## config.mk

```make
export PLATFORM = sky130hd
export DESIGN_NAME = servant_irq_ctrl
export DESIGN_NICKNAME = d
export VERILOG_FILES = /design/src/rtl/servant_irq_ctrl.sv
export SDC_FILE = /design/constraint.sdc
export NUM_CORES = 1
export LEC_CHECK = 0
export ABC_AREA = 0
export ABC_CLOCK_PERIOD_IN_PS = 1400
export BUFFER_PORTS_ARGS = -buffer_cell sky130_fd_sc_hd__buf_2
export CAP_MARGIN = 20
export CORE_MARGIN = 3
export CORE_UTILIZATION = 35
export CTS_BUF_LIST = sky130_fd_sc_hd__clkbuf_2 sky130_fd_sc_hd__clkbuf_4 sky130_fd_sc_hd__clkbuf_8
export DETAILED_ROUTE_END_ITERATION = 8
export PLACE_DENSITY = 0.74
export SETUP_SLACK_MARGIN = 0.05
export SYNTH_ARGS = -nofsm -noshare
export SYNTH_HDL_FRONTEND = slang
export SYNTH_SLANG_ARGS = --single-unit
```

## constraint.sdc

```tcl
create_clock -name i_clk -period 1.4 [get_ports i_clk]
set_input_delay 0.14 -clock i_clk [delete_from_list [all_inputs] [get_ports i_clk]]
set_output_delay 0.14 -clock i_clk [all_outputs]
set_load 0.005 [all_outputs]
```

## src/rtl/servant_irq_ctrl.sv

```systemverilog
// servant_irq_ctrl
//   Interrupt aggregator for the SERV core. Each raw source is synchronised
//   into i_clk. Depending on EDGE_MASK it is either latched on its rising
//   edge into PENDING (cleared by writing 1) or tracked as a level. PENDING
//   is masked by ENABLE, and the OR of the result drives a registered o_irq.
//   The block is a 4-word Wishbone slave: 0 PENDING, 1 ENABLE, 2 STATUS,
//   3 RAW.
//
// Ports
//   i_clk     clock
//   i_rst     synchronous active-high reset
//   i_src     raw interrupt sources, active-high, N_SRC bits
//   i_wb_adr  word address (byte address bits [3:2])
//   i_wb_dat  write data
//   i_wb_we   write enable
//   i_wb_cyc  combined cycle/strobe
//   o_wb_ack  one-cycle acknowledge
//   o_wb_dat  read data, valid while o_wb_ack=1 (holds otherwise)
//   o_irq     registered interrupt request to the core
module servant_irq_ctrl #(
  parameter int          N_SRC       = 4,
  parameter int          SYNC_STAGES = 2,
  parameter logic [31:0] EDGE_MASK   = 32'h0
) (
  input  logic             i_clk,
  input  logic             i_rst,
  input  logic [N_SRC-1:0] i_src,
  input  logic [1:0]       i_wb_adr,
  input  logic [31:0]      i_wb_dat,
  input  logic             i_wb_we,
  input  logic             i_wb_cyc,
  output logic             o_wb_ack,
  output logic [31:0]      o_wb_dat,
  output logic             o_irq
);

  logic             ack_reg;
  logic [31:0]      dat_reg;
  logic             irq_reg;
  logic [N_SRC-1:0] s;
  logic [N_SRC-1:0] sp_reg;
  logic [N_SRC-1:0] pend_reg;
  logic [N_SRC-1:0] pend_next;
  logic [N_SRC-1:0] en_reg;
  logic [N_SRC-1:0] w1c;
  logic [31:0]      rdata;
  logic             wr;
  logic             rd_strobe;

  // One access per transaction: the cycle in which ack is low is the one
  // that both writes and samples the read mux.
  assign rd_strobe = i_wb_cyc & ~ack_reg;
  assign wr        = rd_strobe & i_wb_we;
  assign w1c       = (wr && i_wb_adr == 2'd0) ? i_wb_dat[N_SRC-1:0] : '0;

  // Source synchroniser; s is the synchronised level.
  generate
    if (SYNC_STAGES == 0) begin : g_nosync
      assign s = i_src;
    end else begin : g_sync
      logic [N_SRC-1:0] sync_reg [SYNC_STAGES];
      always_ff @(posedge i_clk) begin
        if (i_rst) begin
          for (int i = 0; i < SYNC_STAGES; i++) sync_reg[i] <= '0;
        end else begin
          sync_reg[0] <= i_src;
          for (int i = 1; i < SYNC_STAGES; i++) sync_reg[i] <= sync_reg[i-1];
        end
      end
      assign s = sync_reg[SYNC_STAGES-1];
    end
  endgenerate

  // Per-source pending logic. For edge sources a new edge beats a
  // simultaneous software clear so no interrupt is ever dropped.
  genvar gi;
  generate
    for (gi = 0; gi < N_SRC; gi++) begin : g_src
      if (EDGE_MASK[gi]) begin : g_edge
        assign pend_next[gi] = (s[gi] & ~sp_reg[gi]) ? 1'b1 :
                               w1c[gi]               ? 1'b0 : pend_reg[gi];
      end else begin : g_level
        assign pend_next[gi] = s[gi];
      end
    end
  endgenerate

  always_comb begin
    rdata = '0;
    case (i_wb_adr)
      2'd0:    rdata[N_SRC-1:0] = pend_reg;
      2'd1:    rdata[N_SRC-1:0] = en_reg;
      2'd2:    rdata[N_SRC-1:0] = pend_reg & en_reg;
      default: rdata[N_SRC-1:0] = s;
    endcase
  end

  always_ff @(posedge i_clk) begin
    if (i_rst) begin
      ack_reg  <= 1'b0;
      dat_reg  <= '0;
      irq_reg  <= 1'b0;
      sp_reg   <= '0;
      pend_reg <= '0;
      en_reg   <= '0;
    end else begin
      ack_reg  <= rd_strobe;
      if (rd_strobe) dat_reg <= rdata;   // reads see pre-update state
      sp_reg   <= s;
      pend_reg <= pend_next;
      if (wr && i_wb_adr == 2'd1) en_reg <= i_wb_dat[N_SRC-1:0];
      irq_reg  <= |(pend_reg & en_reg);
    end
  end

  assign o_wb_ack = ack_reg;
  assign o_wb_dat = dat_reg;
  assign o_irq    = irq_reg;

endmodule
```

==> results.md, run 1 <==
* Status: completed
* Vias at 705
* Setup Buffers After CTS at 0
* Starting density of the core at 0.3831
* Total chip power at 1.263 mW
* Routed Antenna Nets at 0
* Rows at 19
* FF+latch count, synth at 22
* Initial drt markers at 11
* Antenna diodes at 0
* Worst Hold Path EP: g_sync.sync_reg[0][0]
* Final Instance Area at 1150 um2
* Worst setup SP type: flip-flop
* Post-layout minimum cycle time at 1103 ps
* Classification of the worst setup path: flip-flop to flip-flop
* CP Depth at 3
* Mapped Area at 1111 um2
* Met3 Use GR at 0.05405
* Crit path largest cell delay at 350 ps
* Compound-cell area share of the yosys netlist at 0.09009
* Largest net degree at the start of global routing at 27
* DR WL/cell at 9.959 um
* Detailed Place HPWL at 1.345 mm
* Post-synthesis mux area share at 0.03604
* Busiest metal layer after global routing: met2
* Ports at 76
* # resized after CTS at 0
* Synth top area share at 0.3964
* Number of port buffers at 19
* Worst-case clock buffer depth at 2
* Clock Latency Late Sink at 310 ps
* Smallest hold slack at 31.57 ps
* Crit path from: o_wb_ack
* Post-Syn Instances at 112
* Placed inst area at 1097 um2
* Leakage dissipation at 0.4924 nW
* Met1 global-route usage at 0.07309
* Global Route Usage Sum at 0.08570
* Post-synthesis xor/xnor area fraction at 0
* Hold Crit Class: input pin to flip-flop
* Setup-failing EPs final at 0
* DRC Markers at 0
* RSZ-0062 raised after global routing: no
* Area Growth Syn to Fin at 3.491%
* Gpl congestion at 0.6797
* Die width at 62.34 um
* Distinct cell type count after synthesis at 19
* Die Span Y at 62.34 um
* Clk root buf: clkbuf_4
* H-tree Lvls at 1
* Worst endpoint required time at 1650 ps
* Period utilization at 0.7881
* Max-cap violations at 0
* YS warnings at 0
* Slowest cell on the critical path: dfxtp_1
* Setup_tns at 0 ps
* Clk slew on worst S/H paths at 120 ps
* Critical path fanouts, max at 10
* Global-route wire length before repair at 2.684 mm
* Reg2reg start: o_wb_ack
* Layout cells sized above 1 at 0.2422
* Num CTS Buffers at 3
* CTS tree: yes
* FMAX at 906.3 MHz
* DRT Wirelength at 1.693 mm
* Core ar. at 2900 um2
* Hold path depth at 2
* Avg Vias per Cell at 4.147
* Adder-Cell Fraction of Synth Area at 0
* Routing usage on met2 at 0.1599
* DRT Pass-1 Iters at 2
* Initial antenna violation count at 0
* Final Util at 0.3965
* Sequential area share after synthesis at 0.3964
* Simple-gate share of the synthesized area at 0.2376
* Vias in the first global route at 644
* Largest family of logic cells by synthesized area: simple AND/OR/NAND/NOR gates
* Power density over the cells at 1099 nW/um2
* Max Slew Vio Count at 0
* Clock sinks at 22
* Final hold vios at 0
* Setup crit end kind: flip-flop
* Hold path start: i_src[0]
* FF-to-FF End: en_reg[0]
* Largest cells by area after synthesis: dfxtp_1 40%, buf_4 19%, nor2b_1 8.4%, nand2b_1 4.5%, nor3b_2 4.5%
* Max FFs per register at 8
* CP cell instances: nor2b_4, and3_4, mux2i_1
* Delay-heaviest family, CP: simple AND/OR/NAND/NOR gates
* Bufs and invs on worst path at 0
* Layout Skew at 7.187 ps
* Worst R2R Path Depth at 3
* Cts hold-fix bufs at 0
* Gr ovfl total at 0
* Synth area leader: dfxtp_1
* Area of the die at 3886 um2
* Maximum vdd drop at 0.4297 mV
* Nets@finish at 171
* Critical path arrival at 1350 ps
* R2R setup slack at 300 ps
* Mean area per synthesized cell at 9.920 um2
## cell usage after synthesis (all sizes together)
master	count
buf	32
mux2i	4
a311oi	4
and2b	1
dfxtp	22
a22oi	2
clkbuf	2
and3	1
nor3b	4
a31oi	4
nand2b	8
nor2	4
o21ai	4
nor2b	18
a21oi	1
conb	1
## power by group
| part | switching (mW) | internal [mW] | leakage, nW | total (mW) |
|---|---|---|---|---|
| logic | 0.0667 | 0.0500 | 0.284 | 0.117 |
| registers | 0.0122 | 0.651 | 0.180 | 0.664 |
| clock network | 0.194 | 0.289 | 0.0279 | 0.483 |
| total | 0.272 | 0.991 | 0.492 | 1.26 |
## worst reg2reg max path, cell delays in order (launching register included)
cell and delay (ps):
dfxtp_1 350, nor2b_4 220, and3_4 270, mux2i_1 200
## cell usage in the layout (no fill, tap or decap)
cell / n
a21oi_1: 1
a22oi_1: 2
a311oi_1: 4
a31oi_1: 4
and2b_1: 1
and3_4: 1
buf_2: 19
bufinv_16: 1
clkbuf_4: 3
conb_1: 28
dfxtp_1: 22
mux2i_1: 4
nand2b_1: 8
nor2_1: 4
nor2b_1: 15
nor2b_2: 1
nor2b_4: 2
nor3b_2: 4
o21ai_1: 4
## kinds of logic (layout without fill, tap and decap cells)
family | Yosys count | count (layout)
other | 1 | 28
buffers and inverters | 34 | 23
AND/OR/NAND/NOR | 36 | 36
AO/OA/AOI/OAI | 15 | 15
flip-flops | 22 | 22
multiplexers | 4 | 4
## stage by stage
step,instances,setup WS (ps)
4_1_cts,170,290.0
3_5_place_dp,166,262.5
6_report,170,296.6
5_1_grt,170,218.5
3_3_place_gp,166,325.1
2_1_floorplan,139,353.9
## metal layers
| metal | share of wire | wire [um] |
|---|---|---|
| met5 | 0 | 0 |
| met1 | 0.37 | 621 |
| met3 | 0.13 | 222 |
| met2 | 0.48 | 816 |
| met4 | 0.019 | 33 |
## final cells by class
| type | count | area [um2] |
|---|---|---|
| Tap cell | 42 | 52.55 |
| Clock inverter | 1 | 30.03 |
| Sequential cell | 22 | 440.4 |
| Clock buffer | 3 | 22.52 |
| Timing Repair Buffer | 19 | 95.09 |
| Multi-Input combinational cell | 83 | 509.2 |
| Fill cell | 296 | 1750 |
## worst max-delay path by stage
stage | to | slack (ps)
floorplan | en_reg[0] | 350
global placement | en_reg[1] | 330
detailed placement | en_reg[1] | 260
CTS | en_reg[1] | 290
global route | en_reg[1] | 220
finish | en_reg[0] | 300
No activity file was read; power rests on OpenSTA's default activity.
==> inputs of run 2 (changes only) <==
--- a/config.mk
+++ b/config.mk
@@ -5,15 +5,15 @@
 export SDC_FILE = /design/constraint.sdc
 export NUM_CORES = 1
 export LEC_CHECK = 0
-export ABC_AREA = 0
-export ABC_CLOCK_PERIOD_IN_PS = 1400
+export ABC_AREA = 1
+export ABC_CLOCK_PERIOD_IN_PS = 1050
 export BUFFER_PORTS_ARGS = -buffer_cell sky130_fd_sc_hd__buf_2
 export CAP_MARGIN = 20
 export CORE_MARGIN = 3
 export CORE_UTILIZATION = 35
 export CTS_BUF_LIST = sky130_fd_sc_hd__clkbuf_2 sky130_fd_sc_hd__clkbuf_4 sky130_fd_sc_hd__clkbuf_8
 export DETAILED_ROUTE_END_ITERATION = 8
-export PLACE_DENSITY = 0.74
+export PLACE_DENSITY = 0.75
 export SETUP_SLACK_MARGIN = 0.05
 export SYNTH_ARGS = -nofsm -noshare
 export SYNTH_HDL_FRONTEND = slang
==> constraint.sdc (replaced) <==
create_clock -name i_clk -period 1.05 [get_ports i_clk]
set_input_delay 0.105 -clock i_clk [delete_from_list [all_inputs] [get_ports i_clk]]
set_output_delay 0.105 -clock i_clk [all_outputs]
set_load 0.005 [all_outputs]
==> results.md, run 2 <==
* Status: completed
* Clock sinks at 22
* Leakage dissipation at 0.6463 nW
* Setup Buffers After CTS at 0
* Global-route wire length before repair at 2.366 mm
* Critical path arrival at 1150 ps
* EDFF count, synth at 0
* Final hold vios at 0
* Largest net degree at the start of global routing at 15
* Gpl congestion at 0.7582
* Post-layout minimum cycle time at 900.5 ps
* Distinct cell type count after synthesis at 17
* Largest cells by area after synthesis: dfxtp_1 41%, buf_4 19%, inv_1 9.7%, nand2_1 7.9%, nor2_1 7.9%
* Rows at 19
* Worst-case clock buffer depth at 2
* Synth top area share at 0.4051
* Worst Hold Path EP: o_wb_ack
* Nets@finish at 219
* R2R setup slack at 150 ps
* Main flop type after synthesis: dfxtp_1
* Hold Crit Class: input pin to flip-flop
* Maximum vdd drop at 0.7622 mV
* Routed Antenna Nets at 0
* Ports at 76
* Max FFs per register at 8
* FF-to-FF End: o_wb_dat[2]
* Starting density of the core at 0.3811
* Crit path largest cell delay at 340 ps
* Initial drt markers at 8
* H-tree Lvls at 1
* Slowest cell on the critical path: dfxtp_2
* FF+latch count, synth at 22
* Most frequent cells in the layout: 28 x inv_1, 28 x conb_1, 23 x nor2_1, 23 x nand2_1, 21 x dfxtp_1
* Global Route Usage Sum at 0.08788
* Vias in the first global route at 572
* Final Instance Area at 1202 um2
* Die Span Y at 61.74 um
* Vias at 779
* Mean area per synthesized cell at 7.201 um2
* Period utilization at 0.8576
* Die width at 61.74 um
* Worst endpoint required time at 1300 ps
* Worst R2R Path Depth at 5
* Async set or reset register ratio after synthesis at 0
* Power share of the combinational group at 0.109
* Gr ovfl total at 0
* Top cells by count, synth: 28 x buf_4, 28 x inv_1, 23 x nand2_1, 23 x nor2_1, 22 x dfxtp_1
* Sequential area share after synthesis at 0.4051
* Clk pwr share at 0.374
* Reg2reg start: o_wb_ack
* Final Util at 0.4215
* Core ar. at 2853 um2
* Power density over the cells at 1424 nW/um2
* Classification of the worst setup path: flip-flop to flip-flop
* DRC Markers at 0
* Pint at 1.331 mW
* Max Slew Vio Count at 0
* Avg Vias per Cell at 3.763
* Num CTS Buffers at 3
* Post-Syn Instances at 151
* Layout Skew at 1.363 ps
* YS warnings at 0
* Detailed Place HPWL at 1.209 mm
* RSZ-0062 raised after global routing: yes
* Clk slew on worst S/H paths at 120 ps
* Setup_tns at 0 ps
* Worst setup SP type: flip-flop
* Layout cells sized above 1 at 0.1761
* Area Growth Syn to Fin at 10.59%
* DRT Wirelength at 1.568 mm
* Placed inst area at 1104 um2
* Clk root buf: clkbuf_4
* Setup-failing EPs final at 0
* Smallest hold slack at 44.71 ps
* Area of the die at 3811 um2
* Switching Fraction at 0.2225
* Clock Latency Late Sink at 310 ps
* Sequential share of power at 0.518
* Initial antenna violation count at 0
* Pre-CTS setup slack at 135.9 ps
* Setup crit end kind: flip-flop
* Hold path start: i_wb_cyc
* Hold path depth at 3
* P_sw at 381.0 uW
* Critical path fanouts, max at 8
* Antenna diodes at 0
* CP cell instances: inv_2, nand2_4, inv_1, o21ai_0, a21oi_1
* DR WL/cell at 7.575 um
* Number of port buffers at 19
* Max-cap violations at 0
* Mapped Area at 1087 um2
* CTS tree: yes
* Final setup margin at 149.5 ps
* FMAX at 1111 MHz
* Synth area leader: dfxtp_1
* DRT Pass-1 Iters at 4
==> run 2: how the worst max path moves through the flow <==
| stage | startpoint | to | cells after the start | slack, ps |
|---|---|---|---|---|
| 2_1_floorplan | o_wb_ack | o_wb_dat[0] | 5 | 190 |
| 3_3_place_gp | o_wb_ack | en_reg[1] | 6 | 150 |
| 3_5_place_dp | o_wb_ack | en_reg[1] | 6 | 140 |
| 4_1_cts | o_wb_ack | o_wb_dat[3] | 5 | 110 |
| 5_1_grt | o_wb_ack | en_reg[2] | 6 | 30 |
| 6_report | o_wb_ack | o_wb_dat[2] | 5 | 150 |
==> run 2: cell families (layout without fill, tap and decap cells) <==
kind of cell / after synthesis / count (layout) / share of synthesized area
other: 1 / 28 / 0.003449
buffers and inverters: 60 / 58 / 0.3118
DFF: 22 / 22 / 0.4051
and+or+nand+nor: 54 / 54 / 0.2152
AOI/OAI and AO/OA: 14 / 14 / 0.06444
==> run 2: critical path: cells and delay by family (launching register included) <==
family,cells,cell delay (ps)
AOI/OAI and AO/OA,2,240
DFF,1,340
and+or+nand+nor,1,50
buffers and inverters,2,220
==> run 2: repair_timing <==
action / in CTS / in global routing
endpoints found under the setup margin: 0 / 7
hold endpoints to repair: 4 / 0
resized for setup: 0 / 2
hold buffers: 4 / 0
==> run 2: metrics by stage <==
step,power (mW),std cells
after floorplan,1.095,178
after global placement,1.073,199
after detailed placement,1.076,199
after CTS,1.732,207
after global routing,1.807,207
final,1.712,207
==> run 2: metal layers <==
metal / track usage / wire [um] / vias to the layer above
met4: 0.04545 / 12 / 0
met1: 0.09102 / 687 / 317
met5: 0 / 0 / -
li1: - / - / 432
met3: 0.04339 / 134 / 3
met2: 0.1465 / 733 / 27
==> run 2: power by group through the flow <==
| stage | clock, mW | combinational (mW) | sequential (mW) |
|---|---|---|---|
| floorplan | 0 | 0.191 | 0.904 |
| global placement | 0 | 0.169 | 0.905 |
| detailed placement | 0 | 0.170 | 0.905 |
| CTS | 0.663 | 0.182 | 0.887 |
| global route | 0.694 | 0.221 | 0.892 |
| finish | 0.640 | 0.186 | 0.886 |
==> run 2: final cells by class <==
cell class / instances / area, um2
multi-input cells: 96 / 414.1
clock buffers: 3 / 22.52
repair buffers: 24 / 142.6
flip-flops and latches: 22 / 441.7
clock inverters: 1 / 30.03
inverters: 30 / 112.6
fillers: 303 / 1650
well taps: 31 / 38.79
==> inputs of run 3 (changes only) <==
--- a/config.mk
+++ b/config.mk
@@ -10,10 +10,10 @@
 export BUFFER_PORTS_ARGS = -buffer_cell sky130_fd_sc_hd__buf_2
 export CAP_MARGIN = 20
 export CORE_MARGIN = 3
-export CORE_UTILIZATION = 35
+export CORE_UTILIZATION = 42
 export CTS_BUF_LIST = sky130_fd_sc_hd__clkbuf_2 sky130_fd_sc_hd__clkbuf_4 sky130_fd_sc_hd__clkbuf_8
 export DETAILED_ROUTE_END_ITERATION = 8
-export PLACE_DENSITY = 0.75
+export PLACE_DENSITY = 0.87
 export SETUP_SLACK_MARGIN = 0.05
 export SYNTH_ARGS = -nofsm -noshare
 export SYNTH_HDL_FRONTEND = slang
==> results.md, run 3 (same netlist as run 2, synthesis figures left out) <==
* Status: completed
* Layout Skew at 7.440 ps
* Routed Antenna Nets at 0
* Ports at 76
* DR WL/cell at 8.144 um
* Area of the die at 3235 um2
* Clk root buf: clkbuf_4
* H-tree Lvls at 1
* Crit path largest cell delay at 330 ps
* DRT Pass-1 Iters at 4
* CTS tree: yes
* Leakage dissipation at 0.6202 nW
* Power density over the cells at 1254 nW/um2
* Clk slew on worst S/H paths at 110 ps
* Cells after DPL at 196
* Setup crit end kind: flip-flop
* Most common cell after layout, fill and taps aside: conb_1
* Avg Vias per Cell at 3.920
* Initial antenna violation count at 0
* Max-cap violations at 0
* Critical path fanouts, max at 8
* Final hold vios at 0
* Vias at 788
* Nets@finish at 217
* Critical path arrival at 1130 ps
* Clock sinks at 22
* Core ar. at 2340 um2
* Max FFs per register at 8
* Die width at 56.88 um
* Vias in the first global route at 589
* Rows at 17
* Filler Cell Count at 243
* Layout cells sized above 1 at 0.1734
* Initial drt markers at 7
* Largest net degree at the start of global routing at 15
* Starting density of the core at 0.4647
* Hold Crit Class: input pin to flip-flop
* Worst endpoint required time at 1260 ps
* Non-Filler Instances at 201
* Post-layout minimum cycle time at 922.6 ps
* Bufs and invs on worst path at 1
* Setup-failing EPs final at 0
* Clock Latency Late Sink at 300 ps
* Classification of the worst setup path: flip-flop to flip-flop
* Most frequent cells in the layout: 28 x conb_1, 27 x inv_1, 23 x nor2_1, 23 x nand2_1, 22 x dfxtp_1
* Global-route wire length before repair at 2.366 mm
* DRT Wirelength at 1.637 mm
* Most common cell on crit path: nand2_1
* Gpl congestion at 0.8409
* Max Slew Vio Count at 0
* Die Span Y at 56.88 um
* Setup_tns at 0 ps
* Worst setup SP type: flip-flop
* Delay-heaviest family, CP: simple AND/OR/NAND/NOR gates
* Area Growth Syn to Fin at 5.064%
* FMAX at 1084 MHz
* Gr ovfl total at 0
* DRC Markers at 0
* Global Route Usage Sum at 0.09356
* Worst-case clock buffer depth at 2
* Detailed Place HPWL at 1.267 mm
* CP cell instances: inv_2, nand2_2, nor2_4, nand2_1, nand2_1, nor2_1
* Slowest cell on the critical path: dfxtp_1
* Num CTS Buffers at 3
* RSZ-0062 raised after global routing: no
* Number of port buffers at 19
* Antenna diodes at 0
* Maximum vdd drop at 0.8761 mV
* Period utilization at 0.8787
-- run 3: changes by cell type in the layout (fill, tap and decap cells not counted), sizes merged --
cell	change
bufinv	-1
dlygate4sd3	-2
-- run 3: final timing paths --
kind | start | endpoint | slack (ps) | depth (start not counted)
max | o_wb_ack | en_reg[1] | 130 | 6
min | i_src[2] | g_sync.sync_reg[0][2] | 7 | 3
max reg2reg | o_wb_ack | en_reg[1] | 130 | 6
min reg2reg | g_sync.sync_reg[0][1] | g_sync.sync_reg[0][5] | 410 | 2
-- run 3: area by class of cell --
cell class | instances | area [um2] | area share
sequential | 22 | 440.4 | 0.3855
multi-input combinational | 96 | 409.1 | 0.3582
timing repair buffer | 22 | 122.6 | 0.1073
inverter | 30 | 112.6 | 0.09858
tap | 28 | 35.03 | 0.03067
clock buffer | 3 | 22.52 | 0.01972
-- run 3: tightest hold or removal path: cells and delay by family --
kind | cells | cell delay, ps
buffers and inverters | 2 | 130
and+or+nand+nor | 1 | 30
-- run 3: per-stage QoR --
step	setup slack [ps]	total power, mW	utilization	area (um2)	hold WS, ps
final	127.4	1.432	0.4882	1142	7.138
after global routing	55.76	1.510	0.4882	1142	11.83
after CTS	103.7	1.438	0.4882	1142	4.001
after detailed placement	130.8	1.077	0.4701	1100	312.1
after global placement	152.9	1.072	0.4701	1100	306.1
after floorplan	191.9	1.095	-	1189	176.2
-- run 3: what timing repair did --
action,in CTS,in global routing
gates resized for setup,0,2
buffers inserted,0,0
hold buffers,2,0
setup endpoints to repair,0,4
endpoints found under the hold margin,2,0
-- run 3: power by group --
group	total (mW)	internal (mW)	leakage (nW)	switching (mW)
Combinational	0.180	0.0679	0.426	0.113
Clock	0.365	0.134	0.0138	0.231
Sequential	0.887	0.871	0.181	0.0157
-- run 3: routing by layer --
metal | vias to the layer above | GRT usage | part of all wire
met1 | 327 | 0.1040 | 0.41
met2 | 28 | 0.1615 | 0.50
met4 | 0 | 0.02980 | 0.010
met5 | - | 0 | 0
met3 | 2 | 0.03678 | 0.084
li1 | 431 | - | -
